`config.mk`:
```
export PLATFORM = sky130hd
export DESIGN_NAME = pll_reset_seq
export DESIGN_NICKNAME = d
export VERILOG_FILES = /design/src/rtl/pll_reset_seq.sv
export SDC_FILE = /design/constraint.sdc
export NUM_CORES = 1
export LEC_CHECK = 0
export BUFFER_PORTS_ARGS = -buffer_cell sky130_fd_sc_hd__buf_2
export CAP_MARGIN = 20
export CORE_ASPECT_RATIO = 0.7
export CORE_MARGIN = 2
export CORE_UTILIZATION = 31
export CTS_CLUSTER_SIZE = 12
export DETAILED_ROUTE_END_ITERATION = 12
export PLACE_DENSITY_LB_ADDON = 0.2
export SKIP_CTS_REPAIR_TIMING = 1
export SYNTH_ARGS = -nofsm -noshare
export SYNTH_HDL_FRONTEND = slang
export SYNTH_SLANG_ARGS = --single-unit
```
`constraint.sdc`:
```
create_clock -name clk -period 4.1 [get_ports clk]
set_clock_uncertainty 0.1 [all_clocks]
set_input_delay 0.205 -clock clk [delete_from_list [all_inputs] [get_ports clk]]
set_output_delay 0.205 -clock clk [all_outputs]
set_load 0.05 [all_outputs]
```
`src/rtl/pll_reset_seq.sv`:
```
// pll_reset_seq: power-up / reset sequencer for the board PLL.
// Drives the PLL POWERDOWN pin, qualifies LOCK and releases a clean
// active-high reset once lock has been continuously stable.
`timescale 1ns/1ps
module pll_reset_seq #(
  parameter int unsigned PD_CYCLES     = 16,
  parameter int unsigned LOCK_TIMEOUT  = 4096,
  parameter int unsigned STABLE_CYCLES = 256,
  parameter int unsigned MAX_RETRY     = 3,
  parameter int unsigned CNT_W         = 16
) (
  input  logic       clk,
  input  logic       rst,
  input  logic       pll_lock,
  input  logic       restart,
  output logic       pll_pd_n,
  output logic       sys_rst,
  output logic       pll_ready,
  output logic       fail,
  output logic [2:0] state,
  output logic [7:0] lol_cnt
);

  localparam int unsigned RETRY_W = 8;
  localparam int unsigned LOL_W   = 8;

  localparam logic [CNT_W-1:0]   PD_LAST     = CNT_W'(PD_CYCLES - 1);
  localparam logic [CNT_W-1:0]   TIMEOUT_LAST = CNT_W'(LOCK_TIMEOUT - 1);
  localparam logic [CNT_W-1:0]   STABLE_LAST = CNT_W'(STABLE_CYCLES - 1);
  localparam logic [RETRY_W-1:0] RETRY_MAX   = RETRY_W'(MAX_RETRY);
  localparam logic [LOL_W-1:0]   LOL_SAT     = '1;

  typedef enum logic [2:0] {
    ST_PWRDN     = 3'd0,
    ST_WAIT_LOCK = 3'd1,
    ST_STABLE    = 3'd2,
    ST_RUN       = 3'd3,
    ST_FAIL      = 3'd4
  } state_t;

  state_t             state_q;
  state_t             state_next;
  logic [CNT_W-1:0]   cnt_q;
  logic [CNT_W-1:0]   cnt_next;
  logic [RETRY_W-1:0] retry_q;
  logic [RETRY_W-1:0] retry_next;
  logic [RETRY_W-1:0] retry_inc;
  logic [LOL_W-1:0]   lol_next;
  logic               lock_meta;
  logic               lock_s;
  logic               pd_n_c;
  logic               sys_rst_c;
  logic               ready_c;
  logic               fail_c;

  assign state     = state_q;
  assign retry_inc = retry_q + RETRY_W'(1);

  // Two-flop synchronizer bringing the asynchronous LOCK into the clk domain
  always_ff @(posedge clk) begin
    if (rst) begin
      lock_meta <= 1'b0;
      lock_s    <= 1'b0;
    end else begin
      lock_meta <= pll_lock;
      lock_s    <= lock_meta;
    end
  end

  // State, counters and registered outputs
  always_ff @(posedge clk) begin
    if (rst) begin
      state_q   <= ST_PWRDN;
      cnt_q     <= '0;
      retry_q   <= '0;
      lol_cnt   <= '0;
      pll_pd_n  <= 1'b0;
      sys_rst   <= 1'b1;
      pll_ready <= 1'b0;
      fail      <= 1'b0;
    end else begin
      state_q   <= state_next;
      cnt_q     <= cnt_next;
      retry_q   <= retry_next;
      lol_cnt   <= lol_next;
      pll_pd_n  <= pd_n_c;
      sys_rst   <= sys_rst_c;
      pll_ready <= ready_c;
      fail      <= fail_c;
    end
  end

  // Next-state, timer, retry and loss-of-lock bookkeeping
  always_comb begin
    state_next = state_q;
    cnt_next   = cnt_q + CNT_W'(1);
    retry_next = retry_q;
    lol_next   = lol_cnt;
    case (state_q)
      ST_PWRDN: begin
        if (cnt_q == PD_LAST) begin
          state_next = ST_WAIT_LOCK;
          cnt_next   = '0;
        end
      end
      ST_WAIT_LOCK: begin
        if (lock_s) begin
          state_next = ST_STABLE;
          cnt_next   = '0;
        end else if (cnt_q == TIMEOUT_LAST) begin
          retry_next = retry_inc;
          cnt_next   = '0;
          state_next = (retry_inc == RETRY_MAX) ? ST_FAIL : ST_PWRDN;
        end
      end
      ST_STABLE: begin
        if (!lock_s) begin
          state_next = ST_WAIT_LOCK;
          cnt_next   = '0;
        end else if (cnt_q == STABLE_LAST) begin
          state_next = ST_RUN;
          retry_next = '0;
          cnt_next   = '0;
        end
      end
      ST_RUN: begin
        cnt_next = '0;
        if (!lock_s) begin
          state_next = ST_WAIT_LOCK;
          if (lol_cnt != LOL_SAT) lol_next = lol_cnt + LOL_W'(1);
        end
      end
      ST_FAIL: begin
        cnt_next = '0;
      end
      default: begin
        // Illegal codes fall back to a clean power-down
        state_next = ST_PWRDN;
        cnt_next   = '0;
      end
    endcase
    // Restart overrides lock/timer events but keeps the loss-of-lock count
    if (restart) begin
      state_next = ST_PWRDN;
      cnt_next   = '0;
      retry_next = '0;
    end
  end

  // Output values for the state being entered, registered alongside it
  always_comb begin
    pd_n_c    = 1'b0;
    sys_rst_c = 1'b1;
    ready_c   = 1'b0;
    fail_c    = 1'b0;
    case (state_next)
      ST_WAIT_LOCK, ST_STABLE: begin
        pd_n_c = 1'b1;
      end
      ST_RUN: begin
        pd_n_c    = 1'b1;
        sys_rst_c = 1'b0;
        ready_c   = 1'b1;
      end
      ST_FAIL: begin
        fail_c = 1'b1;
      end
      default: begin
        pd_n_c = 1'b0;
      end
    endcase
  end

endmodule

```
==> impl_results.md, run 1 <==
- Status: completed
- CTS tree: done
- Wire length of the first global-routing pass: around 6700 um
- Antenna Nets Post-Route: 0
- Gate count after technology mapping: 221
- Type of destination of the critical path: flip-flop
- Via count of the first global-routing pass: about 1400
- Number of fill cells in the layout: around 630
- Arrival time at the worst endpoint: ~2.4 ns
- Pwr Density: 331.2 nW/um^2
- Maximum VDD drop: around 0.14 mV
- Net count of the finished layout: approximately 250
- Detail-routed via count per cell: a little under 5
- Global-route usage over all layers: 12.04%
- Initial core utilization: between 30% and 40%
- Worst Max-Slew Pin Slew: 0.6361 ns
- Clock slew at reported path FFs: 0.07 ns
- Routed length per placed instance: 12.41 um
- First drt pass iteration count: 4
- Largest net degree at the start of global routing: 17
- Routed vias: ~1500
- Tmin final: 2.345 ns
- Portion of the post-synthesis area used by sequential elements: 42.24%
- Slowest library cell on the worst path: nor3_4
- Worst min path class: input port to flip-flop
- Layout cells sized above 1: between 10% and 20%
- Core area: 6156 um^2
- Final core utilization: a little over a third
- Number of warning messages in the yosys log: 0
- Deepest level of the CTS H-tree: 2
- Number of DRC violations after detailed-routing iteration 0: 95
- Io pins: 19
- Mapped cell area: 1943 um^2
- Maximum count of clock buffers along a single path: 2
- Unrepaired setup endpoints after global routing: no
- Data required time of the critical path: just over 4 ns
- Leakage power of the design: 0.8100 nW
- Area of the multi-input gates: 1062 um^2
- Post-Route WL: between 3000 and 4000 um
- Number of distinct library cells after synthesis: 43
- Startpoint type of the worst setup path: flip-flop
- EDFF count, synth: 0
- Remaining routing DRC violations: 0
- Die area: around 6900 um^2
- Delay contributed by the slowest stage of the critical path: around 0.57 ns
- Chip height: approximately 70 um
- Number of clock sinks: between 40 and 50
- Count of port buffers added during placement: 18
- Setup CP Type: flip-flop to flip-flop
- Library cell used as clock root buffer: clkbuf_8
- Final Hold Slack: roughly 0.027 ns
- Primary FF master, synth: dfxtp_1
- Setup-violating endpoint count in the final report: 0
- Synthesis-to-finish area growth: 13.07%
- Max capacitance violation total: 0
- Diode insertion count for antenna repair: 0
- Reg area: 820.8 um^2
- Post-synthesis net count: between 200 and 250
- Total congestion overflow: 0
- Mean cell area of the mapped netlist: between 8 and 9 um^2
- Clock insertion delay at the later pin of the skew report: approximately 0.29 ns
- Initial antenna violation count: 0
- Dominant cell type by count on the critical path: nor2_1
- Hold Vio Cnt, Final: 0
- Die X-Extent: 98.63 um
- Routability congestion estimate: roughly 0.8
- Hpwl dp: 2862 um
- Highest achievable clock rate: 426.5 MHz
- Total Neg Setup Slack: 0 ns
- Async S/R FF share, synth: 0%
- Maximum fanout along the worst path: 16
- Share of the clock period used by the worst path after layout: approximately 57%
- Cell Rows: 24
- Number of max-slew violations in the final report: 0
- Number of CTS-inserted buffers: 5
- Rel. slew slack: between 50% and 60%
- Critical path cell sequence: or4_4 -> nor4_4 -> nor2_1 -> nor3_4 -> nor2_1
- Post-synthesis register bit count: 41
## area by class of cell
cell class / count / area share, %
clock buffer: 5 / 3.132
tap: 78 / 4.442
sequential: 41 / 37.36
clock inverter: 2 / 1.595
timing repair buffer: 18 / 4.100
multi-input combinational: 167 / 48.35
inverter: 6 / 1.025
## layer usage
layer | up-vias | part of all wire, % | global-route usage, % | wire length [um]
met5 | - | 0 | 0 | 0
li1 | 818 | - | - | -
met2 | 34 | 39 | 16.48 | 1522
met3 | 4 | 5.6 | 3.504 | 219
met4 | 0 | 1.0 | 4.110 | 41
met1 | 682 | 55 | 17.86 | 2152
## logic make-up after synthesis
family	after synthesis	synth area share, %
buf+inv	13	3.091
flops	41	42.24
fa+ha+maj	4	2.576
simple gates	114	31.49
mux	3	1.610
xor+xnor	21	9.465
compound gates	25	9.530
## Yosys cell counts (2+ instances only)
| cell | n | area [um^2] |
|---|---|---|
| a211o_1 | 4 | 35.03 |
| a211oi_1 | 3 | 22.52 |
| a21oi_1 | 2 | 10.01 |
| a31oi_1 | 2 | 12.51 |
| and2_1 | 2 | 12.51 |
| and3_1 | 4 | 25.02 |
| and4_1 | 2 | 17.52 |
| clkbuf_1 | 5 | 18.77 |
| dfxtp_1 | 41 | 820.8 |
| ha_1 | 4 | 50.05 |
| inv_1 | 6 | 22.52 |
| mux2i_1 | 2 | 20.02 |
| nand2_1 | 14 | 52.55 |
| nand3_1 | 12 | 60.06 |
| nand4_1 | 10 | 62.56 |
| nor2_1 | 38 | 142.6 |
| nor2b_1 | 5 | 31.28 |
| nor3_1 | 9 | 45.04 |
| nor3b_1 | 4 | 30.03 |
| nor4_1 | 3 | 18.77 |
| o211ai_1 | 2 | 15.01 |
| o21a_1 | 3 | 22.52 |
| o21ai_0 | 3 | 15.01 |
| o2bb2ai_1 | 2 | 17.52 |
| or3_1 | 2 | 12.51 |
| xnor2_1 | 11 | 96.34 |
| xor2_1 | 10 | 87.58 |
## through the flow
stage | setup slack [ns] | power [W] | instance area (um^2) | instances
after floorplan | 1.977 | 0.0004212 | 1943 | 221
after global placement | 1.775 | 0.0004249 | 2093 | 310
after detailed placement | 1.723 | 0.0004246 | 2093 | 310
after CTS | 1.712 | 0.0007380 | 2197 | 317
after global routing | 1.539 | 0.0007559 | 2197 | 317
final | 1.755 | 0.0007276 | 2197 | 317
## power by group
group	switching (W)	internal [W]
logic	0.00000993	0.00000416
registers	0.00000132	0.000400
clock network	0.000135	0.000177
## path summary, 6_finish.rpt
kind | startpoint | end | slack [ns] | cells after the start
max | cnt_q[12] | cnt_q[13] | 1.76 | 5
min | pll_lock | lock_meta | 0.03 | 2
max reg2reg | cnt_q[12] | cnt_q[13] | 1.76 | 5
min reg2reg | lock_meta | lock_s | 0.36 | 1
## layout by cell type (no fill, tap or decap), drive strengths merged, types with 3 or more instances in the layout
| cell type | instances |
|---|---|
| a211o | 4 |
| a211oi | 3 |
| and3 | 4 |
| buf | 18 |
| clkbuf | 5 |
| dfxtp | 41 |
| ha | 4 |
| inv | 6 |
| nand2 | 14 |
| nand3 | 13 |
| nand4 | 10 |
| nor2 | 38 |
| nor2b | 5 |
| nor3 | 10 |
| nor3b | 4 |
| nor4 | 4 |
| o21a | 3 |
| o21ai | 3 |
| xnor2 | 11 |
| xor2 | 10 |
## critical path, delay by kind of cell, from the launching register on
kind             cells  cell delay, ns
DFF                  1            0.34
and+or+nand+nor      5            1.77
## flip-flops by register name, summed over array words and instances (netlist names), 3 cells and up
name	flops
cnt_q	16
state	3
lol_cnt	8
retry_q	8
(Power assumes the default switching activity.)
==> inputs of run 2 (changes only) <==
ABC_AREA = 1   (was default)
clock period = 2.2 ns   (was 4.1 ns; I/O delays follow)
==> impl_results.md, run 2 <==
- Post-synthesis net count: 291 (+27%)
- Library cell used as clock root buffer: clkbuf_8
- Maximum VDD drop: 0.3928 mV (+190%)
- Highest achievable clock rate: 566.8 MHz (+33%)
- Number of CTS-inserted buffers: 5 (unchanged)
- Top cell family by delay on the critical path: simple AND/OR/NAND/NOR gates
- Setup-violating endpoint count in the final report: 0 (unchanged)
- Initial antenna violation count: 0 (unchanged)
- Number of warning messages in the yosys log: 0 (unchanged)
- Global-route usage over all layers: 12.54% (+0.50 points)
- Rel. slew slack: 75.20% (+18 points)
- Sum of buffers and inverters on the critical path: 0 (unchanged)
- Maximum count of clock buffers along a single path: 2 (unchanged)
- Delay contributed by the slowest stage of the critical path: 0.37 ns (-0.20 ns)
- Worst min path class: input port to flip-flop
- Top cell type's share of synthesized area: 40.00% (-2.2 points)
- Post-Route WL: 4050 um (+2.9%)
- Routed length per placed instance: 10.49 um (-15%)
- Die X-Extent: 101.2 um (+2.7%)
- Worst setup slack for register-to-register paths: 0.44 ns (-1.32 ns)
- Initial core utilization: 32.54% (+0.97 points)
- Remaining routing DRC violations: 0 (unchanged)
- Diode insertion count for antenna repair: 0 (unchanged)
- Mapped cell area: 2052 um^2 (+5.6%)
- Mean cell area of the mapped netlist: 7.251 um^2 (-18%)
- Pwr Density: 552.1 nW/um^2 (+67%)
- Critical path cell sequence: ha_1 -> nand2_1 -> nor2_2 -> nand3_2 -> nor2_4 -> nand2_2 -> nand2_1 -> nand2_2 -> o21ai_1 -> nor2_1
- Worst Max-Slew Pin Slew: 0.3691 ns (-0.2670 ns)
- Gate count after technology mapping: 283 (+28%)
- Number of clock sinks: 41 (unchanged)
- Chip height: 72.07 um (+2.6%)
- Layout cells sized above 1: 16.56% (+3.6 points)
- Post-layout total power: 0.001279 W (+76%)
- Largest registers: cnt_q: 16 flops, lol_cnt: 8 flops, retry_q: 8 flops
- Fin worst setup slack: 0.4356 ns (-1.320 ns)
- Antenna Nets Post-Route: 0 (unchanged)
- Most common cell after layout, fill and taps aside: nand2_1
- Data required time of the critical path: 2.29 ns (-1.86 ns)
- Startpoint type of the worst setup path: flip-flop
- Clock insertion delay at the later pin of the skew report: 0.29 ns (about the same)
- Die area: 7296 um^2 (+5.3%)
- Most area-consuming cells after synthesis: dfxtp_1, nand2_1, nor2_1, inv_1, xor2_1
- Wire length of the first global-routing pass: 7272 um (+9.0%)
- CTS tree: done
- Setup CP Type: flip-flop to flip-flop
- Detail-routed via count per cell: 4.528 (-6.7%)
- Commonest cells after routing, fill and taps aside: nand2_1, nor2_1, dfxtp_1
- Unrepaired setup endpoints after global routing: no
- Maximum fanout along the worst path: 8 (-8)
- Total congestion overflow: 0 (unchanged)
- Arrival time at the worst endpoint: 1.85 ns (-0.55 ns)
- Clock slew at reported path FFs: 0.08 ns (about the same)
- Register with the highest flop count: cnt_q
- Post-synthesis register bit count: 41 (unchanged)
- Area leader, netlist: dfxtp_1
- Hold Vio Cnt, Final: 0 (unchanged)
- Number of max-slew violations in the final report: 0 (unchanged)
- Core area: 6306 um^2 (+2.4%)
- Routability congestion estimate: 0.8239 (+1.3%)
- Type of destination of the critical path: flip-flop
- Total Neg Setup Slack: 0 ns (unchanged)
- Synthesis-to-finish area growth: 12.87%
- Async S/R FF share, synth: 0% (unchanged)
- Leakage power of the design: 0.9560 nW (+18%)
- Max capacitance violation total: 0 (unchanged)
- Net count of the finished layout: 315 (+28%)
- Count of port buffers added during placement: 18 (unchanged)
- Primary FF master, synth: dfxtp_1
- EDFF count, synth: 0 (unchanged)
- First drt pass iteration count: 4 (unchanged)
- Tmin final: 1.764 ns (-0.5805 ns)
- Via count of the first global-routing pass: 1551 (+14%)
- Dpl ws: 0.4371 ns (-1.286 ns)
- Final core utilization: 36.73% (+1.0 points)
- Synth top cells by count: nand2_1, nor2_1, dfxtp_1, inv_1, nand3_1
- Number of fill cells in the layout: 672 (+6.3%)
- Status: completed
- Routed vias: 1748 (+14%)
- Number of DRC violations after detailed-routing iteration 0: 87 (-8.4%)
- Deepest level of the CTS H-tree: 2 (unchanged)
- Largest net degree at the start of global routing: 15 (-2)
- Slowest library cell on the worst path: dfxtp_1
- Cell Rows: 24 (unchanged)
- Final Hold Slack: 0.04553 ns (+0.01834 ns)
- Io pins: 19 (unchanged)
- Hpwl dp: 3105 um (+8.5%)
- Number of flip-flops in the largest register: 16 (unchanged)
- Share of the clock period used by the worst path after layout: 80.20% (+23 points)
- Most frequent cell after synthesis: nand2_1
- Portion of the post-synthesis area used by sequential elements: 40.00% (-2.2 points)
- Number of distinct library cells after synthesis: 30 (-30%)
==> run 2: layout make-up <==
| cell class | count | area, um^2 | area share [%] |
|---|---|---|---|
| Tap cell | 78 | 97.59 | 4.214 |
| Inverter | 33 | 125.1 | 5.402 |
| Sequential cell | 41 | 820.8 | 35.44 |
| Clock inverter | 3 | 21.27 | 0.9184 |
| Multi-Input combinational cell | 207 | 1082 | 46.73 |
| Clock buffer | 5 | 68.82 | 2.971 |
| Timing Repair Buffer | 19 | 100.1 | 4.322 |
==> run 2: worst register-to-register path, delay by kind of cell, from the launching register on <==
family / cells / cell delay, ns
AOI/OAI and AO/OA: 1 / 0.14
adders and majority gates: 1 / 0.23
DFF: 1 / 0.37
and+or+nand+nor: 8 / 0.82
==> run 2: metrics by stage <==
step,cell area (um^2),std cells
final,2316,386
after global routing,2316,386
after CTS,2306,385
after detailed placement,2216,377
after global placement,2216,377
after floorplan,2052,283
==> run 2: worst paths after layout <==
check / from / to / depth (start not counted)
max: cnt_q[0] / retry_q[0] / 10
min: rst / lock_s / 2
max reg2reg: cnt_q[0] / retry_q[0] / 10
min reg2reg: lock_meta / lock_s / 2
==> run 2: routing by layer <==
| layer | track usage [%] | share of wire (%) | vias to the layer above | wire, um |
|---|---|---|---|---|
| met5 | 0 | 0 | - | 0 |
| met4 | 3.153 | 0.96 | 0 | 39 |
| met3 | 3.757 | 3.0 | 5 | 122 |
| met2 | 15.97 | 37 | 26 | 1489 |
| met1 | 19.96 | 59 | 770 | 2399 |
| li1 | - | - | 947 | - |
==> run 2: cells by family after synthesis <==
kind of cell	Yosys count	synth area share [%]
DFF	41	40.00
and+or+nand+nor	155	34.76
xor gates and xnor gates	16	6.829
buffers and inverters	35	7.256
AOI/OAI and AO/OA	32	8.720
adders and majority gates	4	2.439
==> run 2: where the power goes <==
group	leakage [nW]	internal (W)	switching [W]
sequential	0.331	0.000745	0.00000242
clock	0.0445	0.000225	0.000277
combinational	0.581	0.00000842	0.0000203
